--- src/rtl/spi_master.sv ---
// spi_master: single-clock SPI master, runtime CPOL/CPHA and frame length
// SCLK comes from a clock-enable divider; every output is registered

module spi_master #(
  parameter int SIZE     = 40,
  parameter int CS_SIZE  = 1,
  parameter int CLK_SIZE = 8,
  localparam int LEN_W   = $clog2(SIZE + 1),
  localparam int SEL_W   = (CS_SIZE > 1) ? $clog2(CS_SIZE) : 1,
  localparam int EDGE_W  = $clog2(2 * SIZE + 1)
) (
  input  logic                clk_in,
  input  logic                reset_n_in,
  input  logic                start_in,
  output logic                ready_out,
  output logic                done_out,
  input  logic [SIZE-1:0]     data_in,
  input  logic [LEN_W-1:0]    len_in,
  input  logic [CLK_SIZE-1:0] clk_count_max,
  input  logic                cpol_in,
  input  logic                cpha_in,
  input  logic [SEL_W-1:0]    cs_select_in,
  input  logic                serial_in,
  output logic                serial_out,
  output logic                clk_out,
  output logic [CS_SIZE-1:0]  cs_out_n,
  output logic [SIZE-1:0]     data_out
);

  typedef enum logic [2:0] {
    IDLE, LEAD, XFER, TRAIL, GAP
  } state_t;

  state_t              state_q, state_d;
  logic [CLK_SIZE-1:0] div_q, max_q;
  logic                cpol_q, cpha_q;
  logic [LEN_W-1:0]    len_q, len_eff;
  logic [EDGE_W-1:0]   edge_q, edge_nxt;
  logic [SIZE-1:0]     tx_q, rx_q, tx_load;
  logic [CS_SIZE-1:0]  cs_dec;
  logic                tick, accept, last_edge;

  assign tick = (state_q != IDLE) && (div_q == max_q);
  assign accept = (state_q == IDLE) && start_in && ready_out;
  assign edge_nxt = edge_q + EDGE_W'(1);
  assign last_edge = edge_nxt == EDGE_W'({len_q, 1'b0});

  assign len_eff =
    (len_in == '0 || len_in > LEN_W'(SIZE)) ? LEN_W'(SIZE) : len_in;
  // left-align so bit len-1 sits in the MSB of the shifter
  assign tx_load = data_in << (LEN_W'(SIZE) - len_eff);

  // one-hot active-low select; out-of-range index selects nobody
  always_comb begin
    cs_dec = '1;
    for (int i = 0; i < CS_SIZE; i++)
      if (int'(cs_select_in) == i) cs_dec[i] = 1'b0;
  end

  // state register
  always_ff @(posedge clk_in) begin
    if (!reset_n_in) state_q <= IDLE;
    else state_q <= state_d;
  end

  // next-state: every busy state but XFER lasts one half-period
  always_comb begin
    state_d = state_q;
    unique case (state_q)
      IDLE:  if (accept) state_d = LEAD;
      LEAD:  if (tick) state_d = XFER;
      XFER:  if (tick && last_edge) state_d = TRAIL;
      TRAIL: if (tick) state_d = GAP;
      GAP:   if (tick) state_d = IDLE;
      default: state_d = IDLE;
    endcase
  end

  // divider, shifters and registered outputs
  always_ff @(posedge clk_in) begin
    if (!reset_n_in) begin
      div_q      <= '0;
      max_q      <= '0;
      cpol_q     <= 1'b0;
      cpha_q     <= 1'b0;
      len_q      <= '0;
      edge_q     <= '0;
      tx_q       <= '0;
      rx_q       <= '0;
      ready_out  <= 1'b1;
      done_out   <= 1'b0;
      serial_out <= 1'b0;
      clk_out    <= 1'b0;
      cs_out_n   <= '1;
      data_out   <= '0;
    end else begin
      done_out <= 1'b0;
      if (state_q == IDLE || tick) div_q <= '0;
      else div_q <= div_q + CLK_SIZE'(1);
      unique case (state_q)
        IDLE: begin
          clk_out <= cpol_in;
          if (accept) begin
            max_q     <= clk_count_max;
            cpol_q    <= cpol_in;
            cpha_q    <= cpha_in;
            len_q     <= len_eff;
            edge_q    <= '0;
            rx_q      <= '0;
            ready_out <= 1'b0;
            cs_out_n  <= cs_dec;
            if (!cpha_in) begin
              serial_out <= tx_load[SIZE-1];
              tx_q       <= tx_load << 1;
            end else begin
              tx_q <= tx_load;
            end
          end
        end
        XFER: if (tick) begin
          clk_out <= ~clk_out;
          edge_q  <= edge_nxt;
          // odd edges lead; CPHA picks which kind samples
          if (edge_nxt[0] ^ cpha_q) begin
            rx_q <= (rx_q << 1) | SIZE'(serial_in);
          end else if (!last_edge) begin
            serial_out <= tx_q[SIZE-1];
            tx_q       <= tx_q << 1;
          end
        end
        TRAIL: if (tick) begin
          clk_out  <= cpol_q;
          cs_out_n <= '1;
          data_out <= rx_q;
          done_out <= 1'b1;
        end
        GAP: if (tick) begin
          ready_out <= 1'b1;
          edge_q    <= '0;
        end
        default: ;
      endcase
    end
  end

endmodule

--- config.mk ---
export PLATFORM = sky130hd
export DESIGN_NAME = spi_master
export DESIGN_NICKNAME = d
export VERILOG_FILES = /design/src/rtl/spi_master.sv
export SDC_FILE = /design/constraint.sdc
export NUM_CORES = 1
export LEC_CHECK = 0
export ABC_AREA = 0
export CAP_MARGIN = 30
export CORE_ASPECT_RATIO = 0.6
export CORE_UTILIZATION = 30
export CTS_CLUSTER_SIZE = 8
export DETAILED_ROUTE_END_ITERATION = 7
export PLACE_DENSITY = 0.59
export RECOVER_POWER = 100
export SETUP_SLACK_MARGIN = 0.2
export SKIP_LAST_GASP = 1
export SLEW_MARGIN = 10
export SYNTH_ARGS = -nofsm -noshare
export SYNTH_HDL_FRONTEND = slang
export SYNTH_SLANG_ARGS = --single-unit
--- constraint.sdc ---
create_clock -name clk_in -period 5.7 [get_ports clk_in]
set_input_delay 1.14 -clock clk_in [delete_from_list [all_inputs] [get_ports clk_in]]
set_output_delay 1.14 -clock clk_in [all_outputs]
set_load 0.01 [all_outputs]
* Yosys cells after proc, flatten, opt, wreduce, memory -nomap -nowiden
Cells that the tools add are included.
** Operators by class
- Add/subtract/negate cells :: 3
- Multiply operators :: 0
- Divide/modulo/power cells :: 0
- Order comparisons :: 1
- Equal/unequal tests :: 16
- Shifts and indexed selects :: 1
- Multiplexer cells :: 37
- Bitwise operators :: 4
- Reductions and logical operators :: 26
** Operators with widths (number)
- $mux 40 :: 8
- $pmux 40 s2 :: 2
- $or 40x1->40 :: 1
- $shl 40x6->40 :: 1
- $mux 7 :: 3
- $pmux 7 s3 :: 1
- $ne 2x2->1 const B :: 10
- $mux 3 :: 5
- $pmux 3 s5 :: 1
- $mux 1 :: 12
- $reduce_and 5->1 :: 2
- $reduce_and 3->1 :: 3
- $reduce_bool 3->1 :: 3
- $add 8x1->8 const B :: 1
- $eq 8x8->1 :: 1
- $reduce_and 4->1 :: 2
- $add 7x1->7 const B :: 1
- $eq 7x7->1 :: 1
- $eq 3x2->1 const B :: 2
- $gt 6x6->1 const B :: 1
- $logic_not 6->1 :: 1
- $mux 6 :: 1
- $pmux 1 s2 :: 3
- $reduce_and 2->1 :: 3
- other kinds (12) :: 19
** Word-level totals
- Bits in registers :: 159
- Latch bits :: 0
- Memory bits (writable) :: 0
- Bits in read-only memories :: 0
- Output and inout port bits :: 45
- Logic and storage cells :: 103
- Memories :: 0

* Longest topological paths before layout
Gate-level depths: netlist of run 1.
- Depth in word-level cells :: 8
- Depth in mapped cells :: 17

* Worst setup path after synthesis of run 1
OpenSTA, ideal clock, no wires.
- Path type :: in2reg
- Start :: input len_in[2]
- End :: register tx_q[39]
- Library setup time :: 0.122 ns
- Arrival time :: 4.394 ns
- Required time :: 5.578 ns
- Setup slack :: 1.184 ns
- Stages :: 14
- Path through :: clkbuf_1 > nor3_1 > a31oi_1 > a31o_2 > nand2_1 > ha_1 > clkbuf_1 > buf_1 > buf_1 > mux4_2 > mux2i_1 > mux2i_1 > a211o_1 > a221o_1
** On the way
- Word-level cells in the longest chain between the ends :: 8
- Elaborated cells between the ends (all ways) :: 9
** RTL lines
- from (decl) :: RTL line 18 : input logic [LEN_W-1:0] len_in,
- $gt 6x6->1 or $logic_not 6->1 (tied branches) :: RTL line 49 : (len_in == '0 || len_in > LEN_W'(SIZE)) ? LEN_W'(SIZE) : len_in;
- $logic_or 1x1->1 :: RTL line 49
- $mux 6 (*) :: RTL line 49
- $sub 6x6->6 (*) :: RTL line 51 : assign tx_load = data_in << (LEN_W'(SIZE) - len_eff);
- $shl 40x6->40 (*) :: RTL line 51
- $mux 40 (*) :: RTL line 112 : if (!cpha_in) begin
- $mux 40 (*) :: RTL line 103 : if (accept) begin
- $pmux 40 s2 (*) :: RTL line 100 : unique case (state_q)
- to (signal assigned) :: RTL line 114 : tx_q <= tx_load << 1;
- to (signal assigned) :: RTL line 116 : tx_q <= tx_load;
- to (signal assigned) :: RTL line 128 : tx_q <= tx_q << 1;
- to (decl) :: RTL line 39 : logic [SIZE-1:0] tx_q, rx_q, tx_load;
Mark *: on every way between the ends. The rest lies on a longest branch, timed or not. The select of a mux whose other input is x is not followed.
A chain may end at the register's enable or synchronous reset.

* Worst setup path after layout of run 1
- Start :: input len_in[0]
- End :: register tx_q[22]
The elaborated chain is that of the path after synthesis.

==> metrics, run 1 <==
status=complete, but fails checks; failing checks=capacitance limit, slew limit; Slew Viols, Final=85; Post-synth EDFFs=0; Clock Root Buffer=clkbuf_16; largest family of logic cells by synthesized area=compound AO/OA/AOI/OAI gates; syn_nets=1132; Worst Path Arrival=5.50 ns; cts hold-fix bufs=0; worst setup margin=0.4999 ns; worst endpoint required time=6.00 ns; max-cap violation count=1; Top-Level Pins=106; largest net degree at the start of global routing=85; drt first-iter violations=842; Setup Viol. Count Final=0; n_diodes=0; worst hold margin=0.4490 ns; Starting Density=30.73%; final worst path period need=5.200 ns; post-route cell area=10880 µm²; final core utilization=37.60%; CTS tree=yes; global route overflow=0; XOR/XNOR share of the synthesized area=2.869%; PortBufs=105; # resized after CTS=0; CTS sink cnt=159; Final nets=1199; CP Max Fanout=24; Adder-Cell Fraction of Synth Area=0.4219%; Post-Syn Area=8896 µm²; antenna-violating nets left=0; Skew-Pair Late Insertion Delay=0.43 ns; post-synthesis simple-gate area fraction=18.90%; clock buffer depth=2; Die X=224.3 µm; Routed WL=27480 µm; setup TNS=0 ns; core area=28950 µm²; Area growth syn-to-layout=22.33%; Filler cells=3001; Die H=135.4 µm; Slew headroom=-2.692%; Pwr Density=374.1 nW/µm²; FP Rows=48; RSZ-0062 raised after global routing=false; commonest register cell after synthesis=dfxtp_1; DP Worst Slack=0.2890 ns; HPWL after DPL=19640 µm; Tcrit/Tclk final=91.23%; H-tree levels=4; initial antenna violation count=0; FF-to-FF setup slack=2.70 ns; largest cells by area after synthesis=dfxtp_1, mux4_2, a21oi_1; Post CTS Setup Buffer Count=0; fraction of layout cells with a size suffix above 1=9.495%; synthesized flop and latch total=159; cell count after synthesis=1068; asr flop ratio synth=0%; vias per inst=5.517; VDD IR max=0.2021 mV; routability-driven placement congestion ratio=0.9752; wire length per cell=17.75 µm; first-pass GRT wire length=43960 µm; Post-Syn Area per Cell=8.330 µm²; DRC viols=0; complex-gate fraction of the synthesized area=21.48%; GRT Util Overall=18.33%; clk_skew=0.01105 ns; Tightest Hold Check Type=flop to flop; CTS Buf Count=17; Clock transition at path regs=0.06 ns; fmax=192.3 MHz; Seq/Total Area, Yosys=35.78%; vias in the first global route=7749; Worst Setup End Kind=flop; die area=30370 µm²; Hold Vio Cnt, Final=0; Synth top area share=35.78%; unique cell type count in the Yosys netlist=64; DRT Pass-1 Iters=6; Via Count=8540; post-synth top area cell=dfxtp_1; Worst Setup Start Kind=input port; critical path class=input port to flop; Ys Warns=0; DP Area=10320 µm²; post-synthesis mux area share=15.89%; Least-Margin Pin Slew=1.540 ns; leakage=3.981 nW
==> power by group <==
| group | switching (mW) | leakage (nW) | total [mW] | internal (mW) |
|---|---|---|---|---|
| Combinational | 1.07 | 2.41 | 1.61 | 0.539 |
| Sequential | 0.101 | 1.29 | 1.35 | 1.25 |
| Clock | 0.497 | 0.275 | 1.12 | 0.619 |
==> cells in the mapped netlist (6+ instances only) <==
cell type  instances
buf_2              8
inv_1              7
nor3_1            21
o22ai_1           20
mux4_2            42
o21ai_0           35
nand3_1           62
a222oi_1           9
a221oi_1           8
o211ai_1           6
xor2_1            17
clkbuf_1          69
a21oi_1          147
xnor2_1            7
and3_1            17
a21o_1             9
a31oi_1           11
a22oi_1           11
nand2_1          192
dfxtp_1          159
mux2i_1           40
nor2_1            68
==> layout by cell type (no fill, tap or decap), drive strengths merged, types with 4 or more instances in the layout <==
| cell type | count |
|---|---|
| nand3 | 62 |
| clkbuf | 22 |
| a21o | 9 |
| a22o | 4 |
| clkdlybuf4s50 | 57 |
| buf | 24 |
| mux2 | 6 |
| a222oi | 9 |
| nand2b | 5 |
| or3 | 5 |
| clkinv | 6 |
| nor2b | 5 |
| nand2 | 192 |
| xnor2 | 7 |
| clkinvlp | 4 |
| o32ai | 4 |
| dfxtp | 159 |
| o211ai | 7 |
| and3 | 17 |
| mux2i | 40 |
| a2bb2oi | 5 |
| o22ai | 20 |
| a221o | 4 |
| xor2 | 17 |
| inv | 13 |
| a21oi | 147 |
| mux4 | 42 |
| o21ai | 41 |
| dlygate4sd3 | 48 |
| a22oi | 11 |
| nor2 | 68 |
| nor3 | 21 |
| a32oi | 4 |
| a31oi | 11 |
| a221oi | 8 |
==> path summary, 6_finish.rpt <==
check	from	end	cells past startpoint
setup reg to reg	edge_q[0]	tx_q[7]	10
hold / removal	data_out[38]	data_out[38]	2
setup / recovery	len_in[0]	tx_q[22]	13
hold reg to reg	data_out[38]	data_out[38]	2
==> layout make-up <==
type	instances	area (µm²)	area share (%)
clock buffers	18	439.2	4.035
clock inverters	14	131.4	1.207
inverters	10	46.29	0.4254
multi-input cells	814	5306	48.76
flip-flops and latches	159	3183	29.25
well taps	400	500.5	4.599
repair buffers	133	1276	11.73
==> state kept, by name, indices dropped and copies added, names as in the netlist <==
| register | count |
|---|---|
| data_out | 40 |
| rx_q | 40 |
| tx_q | 40 |
| div_q | 8 |
| max_q | 8 |
| edge_q | 7 |
| len_q | 6 |
| state_q | 3 |
| clk_out | 1 |
| cpha_q | 1 |
| cpol_q | 1 |
| cs_out_n | 1 |
| done_out | 1 |
| ready_out | 1 |
| serial_out | 1 |
==> critical path, stage by stage <==
cell	delay, ns
dlygate4sd3_1	0.65
nor3_1	0.49
a31oi_1	0.18
a31o_2	0.25
nand2_1	0.11
ha_1	0.34
o211ai_1	0.17
o211ai_1	0.29
buf_12	0.26
mux2i_1	0.56
o22ai_1	0.31
a222oi_1	0.59
a21oi_1	0.13
==> kinds of logic (layout without fill, tap and decap cells) <==
kind of cell	after synthesis	after routing
xor+xnor	26	26
simple gates	388	388
fa+ha+maj	3	3
flops	159	159
buf+inv	95	175
mux	88	88
compound gates	309	309
==> metrics by stage <==
step	power [mW]	instances
after global routing	4.326	1548
after detailed placement	2.937	1514
after global placement	2.921	1514
final	4.071	1548
after floorplan	2.455	1068
after CTS	4.071	1546
==> routing by layer <==
metal	global-route usage, %	vias to the layer above	part of all wire [%]
met5	0	-	0
met4	4.724	0	0.92
met3	6.159	19	9.9
met2	23.69	345	39
met1	28.08	4124	50
li1	-	4052	-
(Power assumes the default switching activity.)
==> inputs of run 2 (changes only) <==
--- a/config.mk
+++ b/config.mk
@@ -6,8 +6,10 @@
 export NUM_CORES = 1
 export LEC_CHECK = 0
 export ABC_AREA = 0
+export ABC_CLOCK_PERIOD_IN_PS = 5700
 export CAP_MARGIN = 30
 export CORE_ASPECT_RATIO = 0.6
+export CORE_MARGIN = 4
 export CORE_UTILIZATION = 30
 export CTS_CLUSTER_SIZE = 8
 export DETAILED_ROUTE_END_ITERATION = 7
==> run 2 against run 1 <==
The run still ends with capacitance limit, slew limit left; clock-buffer cell count is 5 higher; die area is 7.2% higher; utilization is 0.056 points higher; clock power is 4% higher; sequential share of layout area hardly changed; worst hold slack hardly changed; flip-flop and latch count stayed put; largest cell class unchanged; highest routed layer is now met5.
==> metrics, run 2 (synthesis gave the netlist of run 1 again) <==
Top Registers=data_out: 40 flops, rx_q: 40 flops, tx_q: 40 flops; leakage=3.989 nW (+0.21%); status=complete, but fails checks; Tightest Hold Check Type=flop to flop; CTS Buf Count=17 (unchanged); global route overflow=0 (unchanged); Slew Viols, Final=33 (-61%); Skew-Pair Late Insertion Delay=0.43 ns (about the same); CP max stage cell=ha_1; largest net degree at the start of global routing=85 (unchanged); drt first-iter violations=863 (+2.5%); vias in the first global route=7874 (+1.6%); M2 GR Usage=22.35% (-1.3 points); clk_skew=0.01151 ns (+0.0004575 ns); DP Area=10330 µm² (about the same); M1 GR Usage=25.52% (-2.6 points); combinational share of power=38.7% (-0.8 points); Final nets=1201 (+0.17%); vias per inst=5.510 (-0.13%); Worst Path Buf+Inv=3 (+1); routability-driven placement congestion ratio=0.9815 (+0.65%); Least-Margin Pin Slew=1.516 ns (-0.02448 ns); Area growth syn-to-layout=22.52%; met3 usage=5.277% (-0.88 points); clock buffer depth=2 (unchanged); final worst path period need=5.150 ns (-0.05051 ns); cell count of the worst hold path=2 (unchanged); first-pass GRT wire length=44240 µm (+0.63%); antenna-violating nets left=0 (unchanged); fraction of layout cells with a size suffix above 1=9.217% (-0.28 points); worst hold margin=0.4486 ns (-0.0003920 ns); Starting Density=30.73% (unchanged); Tcrit/Tclk final=90.34% (-0.89 points); core area=28950 µm² (unchanged); DRC viols=0 (unchanged); HPWL after DPL=19450 µm (-0.97%); Pwr Density=374.9 nW/µm² (+0.20%); fmax=194.2 MHz (+0.98%); Clock transition at path regs=0.06 ns (about the same); Via Count=8540 (unchanged); crit-path cells=clkdlybuf4s50_1, nor3_1, buf_4, a31oi_1, a31o_2, nand2_1, ha_1, clkbuf_1, mux4_2, mux2i_1, o22ai_1, a21o_1, a22oi_1, a31oi_1; VDD IR max=0.2016 mV (-0.23%); Sw Share=39.46% (-1.5 points); Worst Setup End Kind=flop; CP Max Fanout=21 (-13%); Internal Power=2.474 mW (+2.8%); Clock power frac=28.3% (+0.9 points); reg-to-reg endpoint=tx_q[7]; Reg power frac=32.9% (-0.2 points); max incr delay on CP=0.86 ns (+0.21 ns); initial antenna violation count=0 (unchanged); CP most frequent cell=a31oi_1; setup TNS=0 ns (unchanged); Worst Setup Start Kind=input port; Post CTS Setup Buffer Count=0 (unchanged); n_diodes=0 (unchanged); PortBufs=105 (unchanged); DRT Pass-1 Iters=6 (unchanged); critical path class=input port to flop; hold path start=data_out[19]; failing checks=capacitance limit, slew limit; CTS tree=yes; Clock Root Buffer=clkbuf_16; Crit path max-delay family=buffers and inverters; Top-Level Pins=106 (unchanged); wire length per cell=17.53 µm (-1.2%); most frequent cells in the layout=nand2_1, dfxtp_1, a21oi_1; Reg2Reg Depth=9 (-1); worst endpoint required time=5.99 ns (about the same); commonest non-fill, non-tap cell in the layout=nand2_1; gr busiest metal=met1; FF-to-FF setup slack=2.44 ns (-0.26 ns); Setup Viol. Count Final=0 (unchanged); # resized after CTS=0 (unchanged); DP Worst Slack=0.5364 ns (+0.2474 ns); Worst Path Arrival=5.44 ns (-0.06 ns); max-cap violation count=1 (unchanged); cts hold-fix bufs=0 (unchanged); H-tree levels=4 (unchanged); FP Rows=48 (unchanged); Crit Reg-Reg Startpoint=edge_q[0]; CTS sink cnt=159 (unchanged); Hold Vio Cnt, Final=0 (unchanged); Die X=230.3 µm (+2.7%); worst hold endpoint=data_out[19]; net switching power=1.612 mW (-3.2%); Routed WL=27180 µm (-1.1%); Slew headroom=-1.060% (+1.6 points); post-route cell area=10900 µm² (+0.15%); GRT Util Overall=16.65% (-1.7 points); RSZ-0062 raised after global routing=false; Die H=141.4 µm (+4.4%); worst setup margin=0.5504 ns (+0.05051 ns); die area=32560 µm² (+7.2%)
run 2: cell types whose count changed in the layout (fill, tap and decap cells not counted), moves of 2 or more:
cell	previous run	this run
buf_12	2	0
buf_4	20	25
bufinv_16	1	3
clkbuf_1	4	10
clkdlybuf4s50_1	57	59
clkinvlp_4	3	1
dlygate4sd3_1	48	46
inv_6	4	1
run 2: worst max path at each step:
stage | from | to | cells past startpoint
floorplan | len_in[2] | tx_q[39] | 14
global placement | len_in[0] | tx_q[25] | 16
detailed placement | len_in[0] | tx_q[31] | 15
CTS | len_in[0] | tx_q[31] | 15
global route | len_in[2] | tx_q[29] | 14
finish | len_in[0] | tx_q[28] | 14
run 2: per-stage QoR:
stage                     total power [mW]  std cells  util, %
after CTS                            4.105       1550    37.72
final                                4.086       1550    37.65
after global placement               2.919       1518    35.68
after floorplan                      2.455       1068        -
after detailed placement             2.925       1518    35.68
after global routing                 4.346       1550    37.65
run 2: layout make-up:
| class | count | area, µm² |
|---|---|---|
| Inverter | 10 | 46.29 |
| Multi-Input combinational cell | 814 | 5320 |
| Tap cell | 400 | 500.5 |
| Sequential cell | 159 | 3183 |
| Clock buffer | 23 | 457.9 |
| Clock inverter | 9 | 133.9 |
| Timing Repair Buffer | 135 | 1257 |
| Fill cell | 3037 | 18050 |
run 2: worst reg2reg max path: stages (launching register included):
cell	delay, ns
dfxtp_1	0.47
ha_1	0.29
and3_1	0.22
and3_1	0.21
xnor3_1	0.22
nand4_1	0.21
o2111a_1	0.72
buf_4	0.45
nor2_1	0.09
a211oi_1	0.23
run 2: power groups by stage:
stage	clock network, mW	logic (mW)	registers [mW]
after floorplan	0	1.12	1.33
after global placement	0	1.55	1.37
after detailed placement	0	1.56	1.37
after CTS	1.19	1.57	1.34
after global routing	1.25	1.74	1.36
final	1.16	1.58	1.35
run 2: per-layer routing:
metal	vias up	routed length, µm
met5	-	56
met1	4095	13560
met2	363	10820
met3	18	2517
met4	2	221
li1	4062	-
==> inputs of run 3 (changes only) <==
--- a/config.mk
+++ b/config.mk
@@ -17,7 +17,7 @@
 export RECOVER_POWER = 100
 export SETUP_SLACK_MARGIN = 0.2
 export SKIP_LAST_GASP = 1
-export SLEW_MARGIN = 10
+export SLEW_MARGIN = 20
 export SYNTH_ARGS = -nofsm -noshare
 export SYNTH_HDL_FRONTEND = slang
 export SYNTH_SLANG_ARGS = --single-unit
==> results of run 3 <==
The final DEF is identical to that of run 2; final timing and power are the same.
